$ cat config.mk
export PLATFORM = sky130hd
export DESIGN_NAME = dmem_port_arbiter_flat
export DESIGN_NICKNAME = d
export VERILOG_FILES = /design/src/rtl/dmem_port_arbiter_if.sv /design/src/rtl/dmem_port_arbiter.sv /design/src/flat_wrapper.sv
export SDC_FILE = /design/constraint.sdc
export NUM_CORES = 1
export LEC_CHECK = 0
export CORE_MARGIN = 2
export CORE_UTILIZATION = 41
export CTS_CLUSTER_DIAMETER = 100
export DETAILED_ROUTE_END_ITERATION = 7
export HOLD_SLACK_MARGIN = 0.1
export PLACE_DENSITY = 0.9
export SYNTH_ARGS = -nofsm -noshare
export SYNTH_HDL_FRONTEND = slang
export SYNTH_SLANG_ARGS = --single-unit
$ cat constraint.sdc
create_clock -name clk -period 1.7 [get_ports clk]
set_input_delay 0.17 -clock clk [delete_from_list [all_inputs] [get_ports clk]]
set_output_delay 0.17 -clock clk [all_outputs]
set_load 0.05 [all_outputs]
$ cat src/rtl/dmem_port_arbiter_if.sv
// Bundle of the two requester ports and the data-memory port around the
// arbiter. The arbiter uses the slave view. The load/store unit, the DMA
// engine and the memory model together use the master view.
interface dmem_port_arbiter_if #(
  parameter int DM_ADDRESS = 9,
  parameter int DATA_W     = 32
);
  // core load/store port
  logic                  c_req;
  logic                  c_we;
  logic [DM_ADDRESS-1:0] c_addr;
  logic [DATA_W-1:0]     c_wdata;
  logic [3:0]            c_be;
  logic                  c_gnt;
  logic                  c_rvalid;
  logic [DATA_W-1:0]     c_rdata;

  // DMA/debug port
  logic                  d_req;
  logic                  d_we;
  logic [DM_ADDRESS-1:0] d_addr;
  logic [DATA_W-1:0]     d_wdata;
  logic [3:0]            d_be;
  logic                  d_gnt;
  logic                  d_rvalid;
  logic [DATA_W-1:0]     d_rdata;

  // data-memory port
  logic [DM_ADDRESS-1:0] mem_addr;
  logic [DATA_W-1:0]     mem_wdata;
  logic [3:0]            mem_wr;
  logic [DATA_W-1:0]     mem_rdata;

  modport slave (
    input  c_req, c_we, c_addr, c_wdata, c_be,
    output c_gnt, c_rvalid, c_rdata,
    input  d_req, d_we, d_addr, d_wdata, d_be,
    output d_gnt, d_rvalid, d_rdata,
    output mem_addr, mem_wdata, mem_wr,
    input  mem_rdata
  );

  modport master (
    output c_req, c_we, c_addr, c_wdata, c_be,
    input  c_gnt, c_rvalid, c_rdata,
    output d_req, d_we, d_addr, d_wdata, d_be,
    input  d_gnt, d_rvalid, d_rdata,
    input  mem_addr, mem_wdata, mem_wr,
    output mem_rdata
  );
endinterface

$ cat src/rtl/dmem_port_arbiter.sv
// Two-port arbiter in front of the single data-memory port. The core has
// fixed priority, and an aging counter guarantees the DMA a grant once it has
// lost DMA_MAX_WAIT cycles in a row. Each grant registers one word-addressed
// access. Acknowledgement follows two cycles after the grant.
//
// state  | meaning
// -------+-------------------------------------------------------
// IDLE   | no access in flight, arbitrating
// ACCESS | registered access on the memory port, no grants
// RESP   | rvalid to the owning port, arbitrating for the next access
module dmem_port_arbiter #(
  parameter int DM_ADDRESS   = 9,
  parameter int DATA_W       = 32,
  parameter int DMA_MAX_WAIT = 4
) (
  input logic               clk,
  input logic               rst_n,
  dmem_port_arbiter_if.slave bus
);

  typedef enum logic [1:0] {
    ST_IDLE   = 2'd0,
    ST_ACCESS = 2'd1,
    ST_RESP   = 2'd2
  } state_e;

  localparam int                    WAIT_W    = $clog2(DMA_MAX_WAIT + 1);
  localparam logic [WAIT_W-1:0]     WAIT_MAX  = WAIT_W'(DMA_MAX_WAIT);
  localparam logic [DM_ADDRESS-1:0] WORD_MASK = {{(DM_ADDRESS-2){1'b1}}, 2'b00};

  state_e                state_q, state_d;
  logic [WAIT_W-1:0]     dma_wait_q, dma_wait_d;
  logic [DM_ADDRESS-1:0] mem_addr_q, mem_addr_d;
  logic [DATA_W-1:0]     mem_wdata_q, mem_wdata_d;
  logic [3:0]            strobe_q, strobe_d;
  logic                  port_q, port_d;      // 0 = core, 1 = DMA
  logic                  is_wr_q, is_wr_d;
  logic [DATA_W-1:0]     c_rdata_q, c_rdata_d;
  logic [DATA_W-1:0]     d_rdata_q, d_rdata_d;

  logic arb_en;
  logic dma_aged;
  logic c_win;
  logic d_win;

  // Winner selection. Grants are gated by reset so none appear while rst_n is low.
  always_comb begin
    c_win    = 1'b0;
    d_win    = 1'b0;
    arb_en   = rst_n && (state_q != ST_ACCESS);
    dma_aged = (dma_wait_q == WAIT_MAX);
    if (arb_en) begin
      d_win = bus.d_req && (!bus.c_req || dma_aged);
      c_win = bus.c_req && !d_win;
    end
  end

  // Next state, request latching, read capture and the DMA aging counter.
  always_comb begin
    state_d     = state_q;
    dma_wait_d  = dma_wait_q;
    mem_addr_d  = mem_addr_q;
    mem_wdata_d = mem_wdata_q;
    strobe_d    = strobe_q;
    port_d      = port_q;
    is_wr_d     = is_wr_q;
    c_rdata_d   = c_rdata_q;
    d_rdata_d   = d_rdata_q;

    case (state_q)
      ST_IDLE: begin
        if (c_win || d_win) state_d = ST_ACCESS;
      end
      ST_ACCESS: begin
        state_d = ST_RESP;
        // A write acknowledges with zero data rather than whatever the memory returns.
        if (port_q) d_rdata_d = is_wr_q ? '0 : bus.mem_rdata;
        else        c_rdata_d = is_wr_q ? '0 : bus.mem_rdata;
      end
      ST_RESP: begin
        state_d = (c_win || d_win) ? ST_ACCESS : ST_IDLE;
      end
      default: state_d = ST_IDLE;
    endcase

    if (d_win) begin
      mem_addr_d  = bus.d_addr & WORD_MASK;
      mem_wdata_d = bus.d_wdata;
      strobe_d    = bus.d_we ? bus.d_be : 4'b0000;
      is_wr_d     = bus.d_we;
      port_d      = 1'b1;
    end else if (c_win) begin
      mem_addr_d  = bus.c_addr & WORD_MASK;
      mem_wdata_d = bus.c_wdata;
      strobe_d    = bus.c_we ? bus.c_be : 4'b0000;
      is_wr_d     = bus.c_we;
      port_d      = 1'b0;
    end

    // The counter also runs during ACCESS, so time spent behind a core access counts.
    if (d_win) begin
      dma_wait_d = '0;
    end else if (bus.d_req && (dma_wait_q != WAIT_MAX)) begin
      dma_wait_d = dma_wait_q + WAIT_W'(1);
    end
  end

  // State and datapath registers. Reset drops any in-flight access.
  always_ff @(posedge clk or negedge rst_n) begin
    if (!rst_n) begin
      state_q     <= ST_IDLE;
      dma_wait_q  <= '0;
      mem_addr_q  <= '0;
      mem_wdata_q <= '0;
      strobe_q    <= 4'b0000;
      port_q      <= 1'b0;
      is_wr_q     <= 1'b0;
      c_rdata_q   <= '0;
      d_rdata_q   <= '0;
    end else begin
      state_q     <= state_d;
      dma_wait_q  <= dma_wait_d;
      mem_addr_q  <= mem_addr_d;
      mem_wdata_q <= mem_wdata_d;
      strobe_q    <= strobe_d;
      port_q      <= port_d;
      is_wr_q     <= is_wr_d;
      c_rdata_q   <= c_rdata_d;
      d_rdata_q   <= d_rdata_d;
    end
  end

  assign bus.c_gnt     = c_win;
  assign bus.d_gnt     = d_win;
  assign bus.mem_addr  = mem_addr_q;
  assign bus.mem_wdata = mem_wdata_q;
  assign bus.mem_wr    = (state_q == ST_ACCESS) ? strobe_q : 4'b0000;
  assign bus.c_rvalid  = (state_q == ST_RESP) && !port_q;
  assign bus.d_rvalid  = (state_q == ST_RESP) && port_q;
  assign bus.c_rdata   = c_rdata_q;
  assign bus.d_rdata   = d_rdata_q;

endmodule

$ cat src/flat_wrapper.sv
// flat-port wrapper written by rule: the top's interface ports become plain ports
module dmem_port_arbiter_flat 
#(
  parameter int DM_ADDRESS   = 9,
  parameter int DATA_W       = 32,
  parameter int DMA_MAX_WAIT = 4
)
  (clk, rst_n, bus_c_req, bus_c_we, bus_c_addr, bus_c_wdata, bus_c_be, bus_c_gnt, bus_c_rvalid, bus_c_rdata, bus_d_req, bus_d_we, bus_d_addr, bus_d_wdata, bus_d_be, bus_d_gnt, bus_d_rvalid, bus_d_rdata, bus_mem_addr, bus_mem_wdata, bus_mem_wr, bus_mem_rdata);
  dmem_port_arbiter_if #(.DM_ADDRESS(DM_ADDRESS), .DATA_W(DATA_W)) bus_i ();
  input logic clk;
  input logic rst_n;
  input wire logic [$bits(bus_i.c_req)-1:0] bus_c_req;
  input wire logic [$bits(bus_i.c_we)-1:0] bus_c_we;
  input wire logic [$bits(bus_i.c_addr)-1:0] bus_c_addr;
  input wire logic [$bits(bus_i.c_wdata)-1:0] bus_c_wdata;
  input wire logic [$bits(bus_i.c_be)-1:0] bus_c_be;
  output wire logic [$bits(bus_i.c_gnt)-1:0] bus_c_gnt;
  output wire logic [$bits(bus_i.c_rvalid)-1:0] bus_c_rvalid;
  output wire logic [$bits(bus_i.c_rdata)-1:0] bus_c_rdata;
  input wire logic [$bits(bus_i.d_req)-1:0] bus_d_req;
  input wire logic [$bits(bus_i.d_we)-1:0] bus_d_we;
  input wire logic [$bits(bus_i.d_addr)-1:0] bus_d_addr;
  input wire logic [$bits(bus_i.d_wdata)-1:0] bus_d_wdata;
  input wire logic [$bits(bus_i.d_be)-1:0] bus_d_be;
  output wire logic [$bits(bus_i.d_gnt)-1:0] bus_d_gnt;
  output wire logic [$bits(bus_i.d_rvalid)-1:0] bus_d_rvalid;
  output wire logic [$bits(bus_i.d_rdata)-1:0] bus_d_rdata;
  output wire logic [$bits(bus_i.mem_addr)-1:0] bus_mem_addr;
  output wire logic [$bits(bus_i.mem_wdata)-1:0] bus_mem_wdata;
  output wire logic [$bits(bus_i.mem_wr)-1:0] bus_mem_wr;
  input wire logic [$bits(bus_i.mem_rdata)-1:0] bus_mem_rdata;
  assign bus_i.c_req = bus_c_req;
  assign bus_i.c_we = bus_c_we;
  assign bus_i.c_addr = bus_c_addr;
  assign bus_i.c_wdata = bus_c_wdata;
  assign bus_i.c_be = bus_c_be;
  assign bus_c_gnt = bus_i.c_gnt;
  assign bus_c_rvalid = bus_i.c_rvalid;
  assign bus_c_rdata = bus_i.c_rdata;
  assign bus_i.d_req = bus_d_req;
  assign bus_i.d_we = bus_d_we;
  assign bus_i.d_addr = bus_d_addr;
  assign bus_i.d_wdata = bus_d_wdata;
  assign bus_i.d_be = bus_d_be;
  assign bus_d_gnt = bus_i.d_gnt;
  assign bus_d_rvalid = bus_i.d_rvalid;
  assign bus_d_rdata = bus_i.d_rdata;
  assign bus_mem_addr = bus_i.mem_addr;
  assign bus_mem_wdata = bus_i.mem_wdata;
  assign bus_mem_wr = bus_i.mem_wr;
  assign bus_i.mem_rdata = bus_mem_rdata;
  dmem_port_arbiter #(.DM_ADDRESS(DM_ADDRESS), .DATA_W(DATA_W), .DMA_MAX_WAIT(DMA_MAX_WAIT)) u_core (.clk(clk), .rst_n(rst_n), .bus(bus_i));
endmodule
=== After elaboration in Yosys (flattened, before gate mapping) ===
Index checks and enable logic that the tools add are counted.

* Bits in registers: 116
* Latch bits: 0
* Memory bits (writable): 0
* Bits in read-only memories: 0
* Input bits: 128
* Output and inout bits: 113
* Word-level logic and storage cells: 54
* Memories kept: 0

* Add/subtract/negate cells: 1
* Multiply operators: 0
* Divide/modulo/power cells: 0
* $lt $le $gt $ge: 0
* Equal/unequal tests: 6
* Shifts and indexed selects: 0
* Muxes and demuxes: 21
* Bitwise gates (word level): 1
* Reduce and logical (&&, ||, !) cells: 16

{| class="wikitable"
|+ Operators with widths
! kind !! number
|-
| $mux W32 || 3
|-
| $mux W4 || 5
|-
| $mux W9 || 2
|-
| $mux W1 || 7
|-
| $logic_and A1 B1 Y1 || 6
|-
| $mux W3 || 2
|-
| $pmux W2 S3 || 1
|-
| $ne A2 B1 Y1 const B || 2
|-
| $reduce_and A2 Y1 || 2
|-
| $reduce_bool A2 Y1 || 2
|-
| $add A3 B1 Y3 const B || 1
|-
| $eq A3 B3 Y1 const B || 1
|-
| $logic_not A1 Y1 || 3
|-
| $ne A3 B3 Y1 const B || 1
|-
| $eq A2 B1 Y1 const B || 1
|-
| $eq A2 B2 Y1 const B || 1
|-
| $logic_not A2 Y1 || 1
|-
| $logic_or A1 B1 Y1 || 2
|-
| $mux W2 || 1
|-
| $not A1 Y1 || 1
|}

=== Longest topological paths before layout ===
* Word-level depth: 9
* Gate-level depth with buffers: 8
* Mapped depth without buffers: 6

=== Worst setup path before layout ===
No wires, ideal clock.

* Kind: register -> register
* Start point: register u_core.dma_wait_q[0]
* End point: register u_core.dma_wait_q[0]
* Library setup time: 161 ps
* Data arrival time: 1956 ps
* Data required time: 1539 ps
* Slack: -417 ps
* Cell stages (with the launch flop): 8
* Buffers on the path: 1
* Period minus slack after synthesis: 2117 ps
* Cells stage by stage: dfrtp_1 -> inv_1 -> ha_1 -> nand2_1 -> a21bo_2 -> buf_2 -> nor2_1 -> nor2_1

* Longest elaborated chain between the ends: 5
* Elaborated cells between the ends (all ways): 10
* Those cells by class: 1 x add/sub; 2 x eq/ne; 3 x mux; 4 x reduce/logical

{| class="wikitable"
|+ Ends and longest elaborated chain
! item !! RTL line !! text
|-
| from (decl) || dmem_port_arbiter.sv:32 || <nowiki>logic [WAIT_W-1:0] dma_wait_q, dma_wait_d;</nowiki>
|-
| from (signal assigned) || dmem_port_arbiter.sv:122 || <nowiki>dma_wait_q <= dma_wait_d;</nowiki>
|-
| $eq A3 B3 Y1 (*) || dmem_port_arbiter.sv:51 || <nowiki>dma_aged = (dma_wait_q == WAIT_MAX);</nowiki>
|-
| $logic_or A1 B1 Y1 (*) || dmem_port_arbiter.sv:53 || <nowiki>d_win = bus.d_req && (!bus.c_req || dma_aged);</nowiki>
|-
| $logic_and A1 B1 Y1 (*) || dmem_port_arbiter.sv:53 ||
|-
| $mux W1 (*) || dmem_port_arbiter.sv:52 || <nowiki>if (arb_en) begin</nowiki>
|-
| via bus_d_gnt || flat_wrapper.sv:25 || <nowiki>output wire logic [$bits(bus_i.d_gnt)-1:0] bus_d_gnt;</nowiki>
|-
| $mux W3 / $reduce_bool A2 Y1 (equally long branches) || - ||
|}

The timed path passes the listed nets; every way through them passes the cells marked *. The select of a mux whose other input is x is not followed.
A chain may end at the register's enable or synchronous reset.

=== Worst setup path after layout ===
* Start point: register u_core.dma_wait_q[0]
* End point: output port bus_c_gnt

* Longest elaborated chain between the ends: 6

{| class="wikitable"
|+ Ends and longest elaborated chain
! item !! RTL line !! text
|-
| $eq A3 B3 Y1 || dmem_port_arbiter.sv:51 ||
|-
| $logic_or A1 B1 Y1 || dmem_port_arbiter.sv:53 ||
|-
| $logic_and A1 B1 Y1 || dmem_port_arbiter.sv:53 ||
|-
| $logic_not A1 Y1 || dmem_port_arbiter.sv:54 || <nowiki>c_win = bus.c_req && !d_win;</nowiki>
|-
| $logic_and A1 B1 Y1 || dmem_port_arbiter.sv:54 ||
|-
| $mux W1 || dmem_port_arbiter.sv:52 ||
|-
| to (decl) || flat_wrapper.sv:17 || <nowiki>output wire logic [$bits(bus_i.c_gnt)-1:0] bus_c_gnt;</nowiki>
|}

No other way between the ends.

==> impl_metrics.json <==
{
  "syn_avg_cell_area_um2": 9.339,
  "seq_area_frac_synth": 0.5763,
  "pre_cts_ws_ns": -0.1144,
  "layout_worst_path_cycle_share": 1.038,
  "cts.htree.levels": 4,
  "p_comb_frac": 0.466,
  "syn_inst": 530,
  "grt_pass1_vias": 5055,
  "synth_top_family_by_area": "simple AND/OR/NAND/NOR gates",
  "fmax_ghz": 0.5667,
  "dieArea_um2": 12970,
  "synth-adder-area-share": 0.005056,
  "io_buffers": 234,
  "top_usage_layer": "met2",
  "internal_power_mw": 8.041,
  "max_slew_margin": 0.3555,
  "endpoint_kind": "primary output",
  "dpl.hpwl_mm": 10.88,
  "antenna_left": 0,
  "worst_slack_ns": -0.06462,
  "gp_congestion": 0.8128,
  "drc": 0,
  "r2r_slack_ns": 0.03,
  "holdWs_ns": 0.3233,
  "post-route-util": 0.6862,
  "syn_to_final_growth_pct": 65.14,
  "globalRouteMet3Util": 0.07279,
  "r2r_end": "u_core.bus.mem_wdata[1]$_DFFE_PN0P_",
  "vias": 4914,
  "overflow": 0,
  "synth_top_area_share": 0.5763,
  "power.leakage_nw": 3.927,
  "synth-compound-area-share": 0.09808,
  "violations": "setup timing",
  "crit_required_ns": 1.53,
  "tightest_slew_ns": 0.9667,
  "synth_enable_flop_cells": 0,
  "first_iter_violations": 400,
  "rows": 40,
  "hold_start": "bus_d_wdata[17]",
  "cts-root-buf": "clkbuf_16",
  "cp-start-kind": "flip-flop",
  "netlist_top_cells_area": "dfrtp_1 (58%), nand3_1 (12%), nand2_1 (8.4%)",
  "core_area_um2": 11910,
  "setup_viol": 2,
  "grt_pass1_wl_mm": 24.93,
  "reg2reg_depth": 9,
  "clockBufferDepth": 2,
  "vdd_drop_max_uv": 742.7,
  "pwr-share-clk": 0.246,
  "drt-total-wl_mm": 15.48,
  "crit_arrival_ns": 1.59,
  "synthArstFlopShare": 1.000,
  "power_density_nw_per_um2": 1805,
  "synth_cell_type_count": 37,
  "syn_area_um2": 4950,
  "via_per_inst": 5.250,
  "seq_power_share": 0.288,
  "synthMuxAreaShare": 0,
  "min_to": "u_core.bus.mem_wdata[17]$_DFFE_PN0P_",
  "finalClockSkew_ns": 0.007173,
  "ys.flop_type": "dfrtp_1",
  "multi_input_area_um2": 1926,
  "placedCellCount": 888,
  "nFillCells": 894,
  "clk_pin_slew_ns": 0.06,
  "status": "finished with violations",
  "critical_path_peak_fanout": 4,
  "hp-class": "input port to flip-flop",
  "numCtsBuffers": 17,
  "fin_tns_setup_ns": -0.1232,
  "yosys.area.top_type": "dfrtp_1",
  "insertion_delay_ns": 0.40,
  "regArea_um2": 2854,
  "antenna_found_initial": 1,
  "fin_nets": 905,
  "cap_violations": 0,
  "use_met2": 0.4240,
  "slew_viol_final": 0,
  "critPathKind": "flip-flop to primary output",
  "clock_sinks": 114,
  "period_minus_slack_ns": 1.765,
  "rsz0062_at_grt": "true",
  "wire_per_inst_um": 16.54,
  "use_met1": 0.2832,
  "dr.pass1.iters": 8,
  "synth_simple_gate_area_frac": 0.2697,
  "die_w_um": 113.9,
  "fin_cells": 936,
  "die_y_um": 113.9,
  "whs_path_depth": 3,
  "switchingPower_mw": 6.711,
  "synthXorXnorAreaFrac": 0.001769,
  "drive_above_1_share": 0.1332,
  "ios": 241,
  "p_sw_frac": 0.4549,
  "hold_viol_final": 0,
  "cts_tree": "yes",
  "synth.yosys.warnings": 0,
  "start_util": 0.4155,
  "track_usage": 0.2428,
  "r2r_start": "u_core.dma_wait_q[0]$_DFFE_PN0P_",
  "grt_max_degree": 75,
  "synth.ff_latch_count": 114
}
==> placed cells by master, fill, tap and decap left out, drive strengths merged, types with 2 or more instances in the layout <==
cell / netlist / final
o21ai: 66 / 66
buf: 29 / 57
nor2: 6 / 6
a21oi: 7 / 7
ha: 2 / 2
and3: 5 / 5
clkinv: 0 / 5
clkinvlp: 0 / 3
clkdlybuf4s50: 0 / 122
nand2: 111 / 111
o32a: 4 / 4
nand2b: 35 / 35
inv: 4 / 6
dlygate4sd2: 0 / 86
nand3: 114 / 114
and2: 5 / 5
dfrtp: 114 / 114
conb: 1 / 2
clkbuf: 12 / 19
bufinv: 0 / 3
==> how the worst max path moves through the flow <==
stage | startpoint | end | slack, ns | depth (start not counted)
final | u_core.dma_wait_q[0]$_DFFE_PN0P_ | bus_c_gnt | -0.06 | 7
after global routing | u_core.dma_wait_q[0]$_DFFE_PN0P_ | bus_d_gnt | -0.11 | 6
after CTS | u_core.dma_wait_q[0]$_DFFE_PN0P_ | bus_d_gnt | -0.08 | 6
after detailed placement | bus_c_req | u_core.bus.mem_wdata[11]$_DFFE_PN0P_ | -0.11 | 5
after global placement | bus_c_req | u_core.bus.mem_wdata[0]$_DFFE_PN0P_ | -0.03 | 5
after floorplan | u_core.dma_wait_q[0]$_DFFE_PN0P_ | u_core.dma_wait_q[0]$_DFFE_PN0P_ | 0.04 | 7
==> critical path, stage by stage (launching register included) <==
cell and delay (ns):
dfrtp_1 0.39, inv_2 0.09, ha_4 0.15, nand2_4 0.07, a21boi_4 0.19, buf_12 0.12, nor2_4 0.03, buf_12 0.14
==> cells in the mapped netlist, types with 2 or more instances <==
cell	instances
nand2_1	111
buf_4	4
buf_6	4
nor2_1	6
dfrtp_1	114
nand2b_1	34
buf_2	20
and2_1	4
o32a_1	4
o21ai_0	65
a21oi_1	7
ha_1	2
inv_1	3
clkbuf_1	12
and3_1	5
nand3_1	114
==> logic make-up (layout without fill, tap and decap cells) <==
| kind of cell | count (synthesis) | in the layout |
|---|---|---|
| AO/OA/AOI/OAI | 86 | 86 |
| XOR/XNOR | 1 | 1 |
| adder cells (fa/ha/maj) | 2 | 2 |
| AND/OR/NAND/NOR | 281 | 281 |
| other | 1 | 3 |
| flip-flops | 114 | 114 |
| buffers and inverters | 45 | 302 |
==> layer usage <==
layer  routed length (um)  share of wire
met1                 6059           0.39
met2                 7851           0.51
met5                    0              0
met4                  283          0.018
met3                 1284          0.083
==> metrics by stage <==
| step | instance area (um2) | total power [mW] |
|---|---|---|
| after global placement | 7526 | 11.27 |
| final | 8174 | 14.75 |
| after floorplan | 4974 | 8.724 |
| after CTS | 8133 | 14.76 |
| after detailed placement | 7526 | 11.50 |
| after global routing | 8174 | 15.43 |
==> layout make-up <==
type,count,share of cell area
Sequential cell,114,0.3492
Timing Repair Buffer,266,0.3170
Multi-Input combinational cell,372,0.2356
Clock buffer,19,0.05419
Tap cell,147,0.02250
Clock inverter,13,0.01944
Inverter,4,0.001837
Antenna cell,1,0.0003061
==> sequential cells by signal, summed over array words and instances (netlist names) <==
register and cells:
u_core.bus.c_rdata 32, u_core.bus.d_rdata 32, u_core.bus.mem_addr 7, u_core.bus.mem_wdata 32, u_core.dma_wait_q 3, u_core.is_wr_q 1
u_core.port_q 1, u_core.state_q 2, u_core.strobe_q 4
==> power groups by stage <==
stage	logic (mW)	registers [mW]	clock network, mW
after floorplan	1.31	7.41	0
after global placement	7.05	4.23	0
after detailed placement	7.19	4.31	0
after CTS	6.83	4.26	3.68
after global routing	7.24	4.36	3.82
final	6.87	4.25	3.63
==> timing repair <==
action | 4_1_cts | 5_1_grt
hold buffers | 1 | 0
resized for setup | 94 | 3
pin swaps | 4 | 3
cloned | 0 | 0
setup buffers | 10 | 4
endpoints found under the hold margin | 41 | 0
endpoints found under the setup margin | 131 | 39
Note: power is estimated with default switching activity, not from simulation.
